<file path="src/rtl/timer_arb.sv">
// Two-master arbiter in front of the timer register port (mtime/mtimecmp/msip).
// Independent write and read arbitration; read responses are routed back to the issuing port.
module timer_arb #(
    parameter int unsigned PRIO_MODE = 0,
    parameter int unsigned AW        = 32
) (
    input  logic          clk,
    input  logic          resetb,

    input  logic          m0_wreq,
    input  logic [AW-1:0] m0_waddr,
    input  logic [31:0]   m0_wdata,
    input  logic [3:0]    m0_wstrb,
    output logic          m0_wgrant,
    input  logic          m0_rreq,
    input  logic [AW-1:0] m0_raddr,
    output logic          m0_rgrant,
    output logic          m0_rresp,
    output logic [31:0]   m0_rdata,

    input  logic          m1_wreq,
    input  logic [AW-1:0] m1_waddr,
    input  logic [31:0]   m1_wdata,
    input  logic [3:0]    m1_wstrb,
    output logic          m1_wgrant,
    input  logic          m1_rreq,
    input  logic [AW-1:0] m1_raddr,
    output logic          m1_rgrant,
    output logic          m1_rresp,
    output logic [31:0]   m1_rdata,

    output logic          t_wready,
    output logic [AW-1:0] t_waddr,
    output logic [31:0]   t_wdata,
    output logic [3:0]    t_wstrb,
    output logic          t_rready,
    output logic [AW-1:0] t_raddr,
    input  logic          t_rresp,
    input  logic [31:0]   t_rdata
);

    localparam logic ROUND_ROBIN = (PRIO_MODE == 0);

    logic w_last;
    logic r_last;
    logic r_own;
    logic r_pend;

    // Port 1 wins a tie only in round-robin mode when port 0 won last time.
    always_comb begin
        m1_wgrant = m1_wreq & (~m0_wreq | (ROUND_ROBIN & ~w_last));
        m0_wgrant = m0_wreq & ~m1_wgrant;
        m1_rgrant = m1_rreq & (~m0_rreq | (ROUND_ROBIN & ~r_last));
        m0_rgrant = m0_rreq & ~m1_rgrant;
    end

    always_comb begin
        t_wready = m0_wgrant | m1_wgrant;
        t_waddr  = m1_wgrant ? m1_waddr : m0_waddr;
        t_wdata  = m1_wgrant ? m1_wdata : m0_wdata;
        t_wstrb  = m1_wgrant ? m1_wstrb : m0_wstrb;
        t_rready = m0_rgrant | m1_rgrant;
        t_raddr  = m1_rgrant ? m1_raddr : m0_raddr;
    end

    // Responses without a matching outstanding read are dropped.
    always_comb begin
        m0_rresp = t_rresp & r_pend & ~r_own;
        m1_rresp = t_rresp & r_pend & r_own;
        m0_rdata = m0_rresp ? t_rdata : 32'h0;
        m1_rdata = m1_rresp ? t_rdata : 32'h0;
    end

    always_ff @(posedge clk or negedge resetb) begin
        if (!resetb) begin
            w_last <= 1'b1;
            r_last <= 1'b1;
            r_own  <= 1'b0;
            r_pend <= 1'b0;
        end else begin
            if (t_wready) begin
                w_last <= m1_wgrant;
            end
            if (t_rready) begin
                r_last <= m1_rgrant;
                r_own  <= m1_rgrant;
            end
            r_pend <= t_rready;
        end
    end

endmodule

</file>
<file path="config.mk">
export PLATFORM = sky130hd
export DESIGN_NAME = timer_arb
export DESIGN_NICKNAME = d
export VERILOG_FILES = /design/src/rtl/timer_arb.sv
export SDC_FILE = /design/constraint.sdc
export NUM_CORES = 1
export LEC_CHECK = 0
export CORE_AREA = 3 3 160 162
export DETAILED_ROUTE_END_ITERATION = 7
export DIE_AREA = 0 0 163 165
export GPL_TIMING_DRIVEN = 0
export HOLD_SLACK_MARGIN = 0.15
export SLEW_MARGIN = 40
export SYNTH_ARGS = -nofsm -noshare
export SYNTH_HDL_FRONTEND = slang
export SYNTH_SLANG_ARGS = --single-unit
</file>
<file path="constraint.sdc">
create_clock -name clk -period 4.15 [get_ports clk]
set_input_delay 0.6225 -clock clk [delete_from_list [all_inputs] [get_ports clk]]
set_output_delay 0.6225 -clock clk [all_outputs]
set_load 0.02 [all_outputs]
</file>
==> reports/metrics.cfg <==
[clocking]
clock_latency_ns = 0.22
cts_tree = done
post-cts-setup-buffers = 0
path_clk_slew_ns = 0.03
cts_hold_buf = 0
root_buffer = clkbuf_16
cts_buffers = 3
cts_resized = 0
cts.path.max_buffers = 2
clock_sinks = 4
cts_max_level = 1

[place]
portBuffers = 410
placed_cells = 934
dp_hpwl_um = 12200
gp_congestion = 0.871

[synthesis]
syn_area_um2 = 1890
synth_top_family_by_area = multiplexers
yosys.area_share.simple_pct = 24.2
yosysSeqAreaShare_pct = 5.43
yosys_register_bits = 4
synthCells = 200
yosys.area.top_type = mux2_2
synth-warning-count = 0
synth_mux_area_share_pct = 61.4
synthAdderAreaFrac_pct = 0
synth_xor_xnor_area_share_pct = 0
syn_nets = 439
synth_compound_area_share_pct = 2.78
postSynthAreaPerCell_um2 = 9.44
ys_types = 17
synth_top_area_share_pct = 54.3
synth.area.top_cells = mux2_2 (54%), and2_1 (22%), mux2_4 (7.2%)

[critical_path]
path_common_cell = clkdlybuf4s50_1
r2r-start = w_last
max_stage_delay_ns = 0.55
cp_top_family = buffers and inverters
cp_max_fo = 10
crit_buf_inv = 4
worstSetupStartpoint = m1_wreq
r2r_end = w_last
cp-start-kind = primary input
cp_cell_sequence = clkdlybuf4s50_1 > a21boi_4 > buf_6 > buf_8 > mux2_4 > clkdlybuf4s50_1
cp.required_ns = 3.53
end_kind = primary output
rr_worst_depth = 2
crit_type = primary input to primary output
cp.arrival_ns = 2.64
cp_num_cells = 6
reg2reg_setup_slack_ns = 3.10
crit_slowest_cell = clkdlybuf4s50_1
crit_end = t_wdata[28]

[die]
placementRows = 57
initial_utilization_pct = 7.79
ios = 411
die_y_um = 165
chipWidth_um = 163
dieArea_um2 = 26900
core_region_area_um2 = 24200

[timing]
setup_tns_ns = 0
period_needed_ns = 3.26
final_hold_viol_count = 0
worst_slew_pin_slew_ns = 0.417
maxSlewViolCount = 0
rsz0062_at_grt = no
slew_headroom_pct = 72.2
fin_skew_ns = 0.0000253
finalCritPeriodShare_pct = 78.5
finalSetupViolations = 0
fmax_mhz = 307

[detailed_routing]
routed_via_density = 3.30
wl_per_cell_um = 14.4
antenna_left = 0
drt_iter0_markers = 49
wl_um = 13500
drc = 0
num_vias = 3095
drt-pass1-iter-count = 4

[final_layout]
multi_input_area_um2 = 1670
finalNonFillerCells = 937
fillCellCount = 2594
antenna_cells = 0
seqCellArea_um2 = 103
finalNetCount = 854
layout-drive-gt1-share_pct = 19.4
final_common_cell = clkdlybuf4s50_1
layout_common_cells = clkdlybuf4s50_1 (410), mux2_2 (91), and2_1 (66)
area_growth_pct = 243

[global_route]
grt_pass1_vias = 3256
grt_pass1_wl_um = 18600
grt_max_degree = 11
antenna_found_initial = 0
grt_usage_pct = 8.81
grt.overflow.total = 0

[pwr]
power_density_nw_per_um2 = 168
ir_drop_mv = 0.0869
p_leak_nw = 2.38

[worst_hold_path]
hold-path-cell-count = 2
hold_class = flop to flop

[run_status]
status = finished clean

[job]
cap_violations = 0

## power by group
| group | switching, mW | internal [mW] | leakage (nW) |
|---|---|---|---|
| Sequential | 0.00527 | 0.0462 | 0.0426 |
| Clock | 0.0277 | 0.123 | 0.0370 |
| Combinational | 0.348 | 0.534 | 2.30 |
## state kept, by name, summed over array words and instances, names as in the netlist
name / count
r_pend: 1
r_own: 1
r_last: 1
w_last: 1
## routing by layer
metal	GRT usage, %	wire length [um]
met5	0	0
met2	17.3	7330
met1	9.85	4830
met3	2.01	1260
met4	1.15	44
## per-stage QoR
stage	utilization [%]	instance area (um^2)	hold slack, ns	power [mW]	worst slack (ns)
3_5_place_dp	26.4	6400	0.509	0.943	0.847
4_1_cts	26.7	6470	0.513	1.10	0.844
5_1_grt	26.7	6470	0.530	1.14	0.774
3_3_place_gp	26.4	6400	0.511	0.942	0.839
2_1_floorplan	-	1890	0.327	0.424	2.02
6_report	26.7	6470	0.510	1.08	0.890
## layout make-up
cell class	instances	area share, %
Buffer	16	1.68
Clock buffer	3	1.16
Multi-Input combinational cell	178	25.8
Inverter	2	0.116
Sequential cell	4	1.59
Tap cell	324	6.26
Timing Repair Buffer	410	63.4
## tightest hold or removal path, delay by kind of cell (launching register included)
kind            cells  cell delay (ns)
flops               1             0.38
compound gates      1             0.07
buf+inv             1             0.04
## cell families after synthesis
family          Yosys count
flops                     4
simple gates             73
mux                     100
compound gates            5
buf+inv                  18
## Yosys cell counts
master,number
mux2_2,91
and2_1,66
mux2_4,9
buf_4,8
clkbuf_1,6
o21ai_0,3
a21boi_4,2
dfrtp_1,2
dfstp_2,2
inv_1,2
nand2b_1,2
or2_2,2
and3_1,1
and3b_1,1
buf_6,1
buf_8,1
nor2_1,1
## worst min path at each step
stage,end,slack [ns],startpoint
global route,r_last,0.53,r_last
floorplan,r_own,0.33,resetb
finish,r_last,0.51,r_last
global placement,r_last,0.51,r_last
detailed placement,r_last,0.51,r_last
CTS,r_last,0.51,r_last
No activity file was read; power rests on OpenSTA's default activity.
==> RTL change (same settings) <==
The parameter `AW` goes from 32 to 64.
--- a/src/rtl/timer_arb.sv
+++ b/src/rtl/timer_arb.sv
@@ -2,7 +2,7 @@
 // Independent write and read arbitration; read responses are routed back to the issuing port.
 module timer_arb #(
     parameter int unsigned PRIO_MODE = 0,
-    parameter int unsigned AW        = 32
+    parameter int unsigned AW        = 64
 ) (
     input  logic          clk,
     input  logic          resetb,
Ports: changed (6 resized); port bits go from 411 to 603. The function was not compared with the original's and may differ.
==> RTL change against the original RTL <==
  * The run now fails in I/O pin placement (3_2_place_iop)
  * Synthesized cell count is 36% higher
  * Synthesized area is 47% higher
==> RTL change: results (changes against the original RTL) <==
| Metric | Value |
|---|---|
| Status | `did not finish` |
| Halt point of the flow | `I/O pin placement (3_2_place_iop)` |
| Tool error | `[ERROR PPL-0024] Number of IO pins (603) exceeds maximum number of available positions (584). Increase the die perimeter from 656.00um to 820.08um.` |
| Ys async rst share | `1.00 (unchanged)` |
| Top FF cell, synth | `dfstp_2` |
| Sequential area share after synthesis | `0.0369 (-0.0175)` |
| Cell variety after synth | `19 (+2)` |
| Synth area leaders | `mux2_2 (65%), and2_1 (15%), buf_12 (6.5%), buf_8 (3.2%), mux2_4 (2.2%)` |
| Post-synth top cells | `mux2_2 (160), and2_1 (66), buf_12 (9)` |
| Yosys reg bits | `4 (unchanged)` |
| Synth warn | `0 (unchanged)` |
| Syn_area_per_cell | `10.2 um^2 (+8.4%)` |
| Mapped Nets | `639 (+46%)` |
-- RTL change: cell types whose count changed after synthesis --
cell,before,now
a21boi_2,0,2
a21boi_4,2,0
buf_12,0,9
buf_2,0,1
buf_4,8,1
buf_8,1,6
mux2_2,91,160
mux2_4,9,4
-- RTL change: logic make-up after synthesis --
| kind of cell | share of synthesized area |
|---|---|
| compound gates | 0.0135 |
| flops | 0.0369 |
| simple gates | 0.164 |
| buf+inv | 0.116 |
| mux | 0.669 |
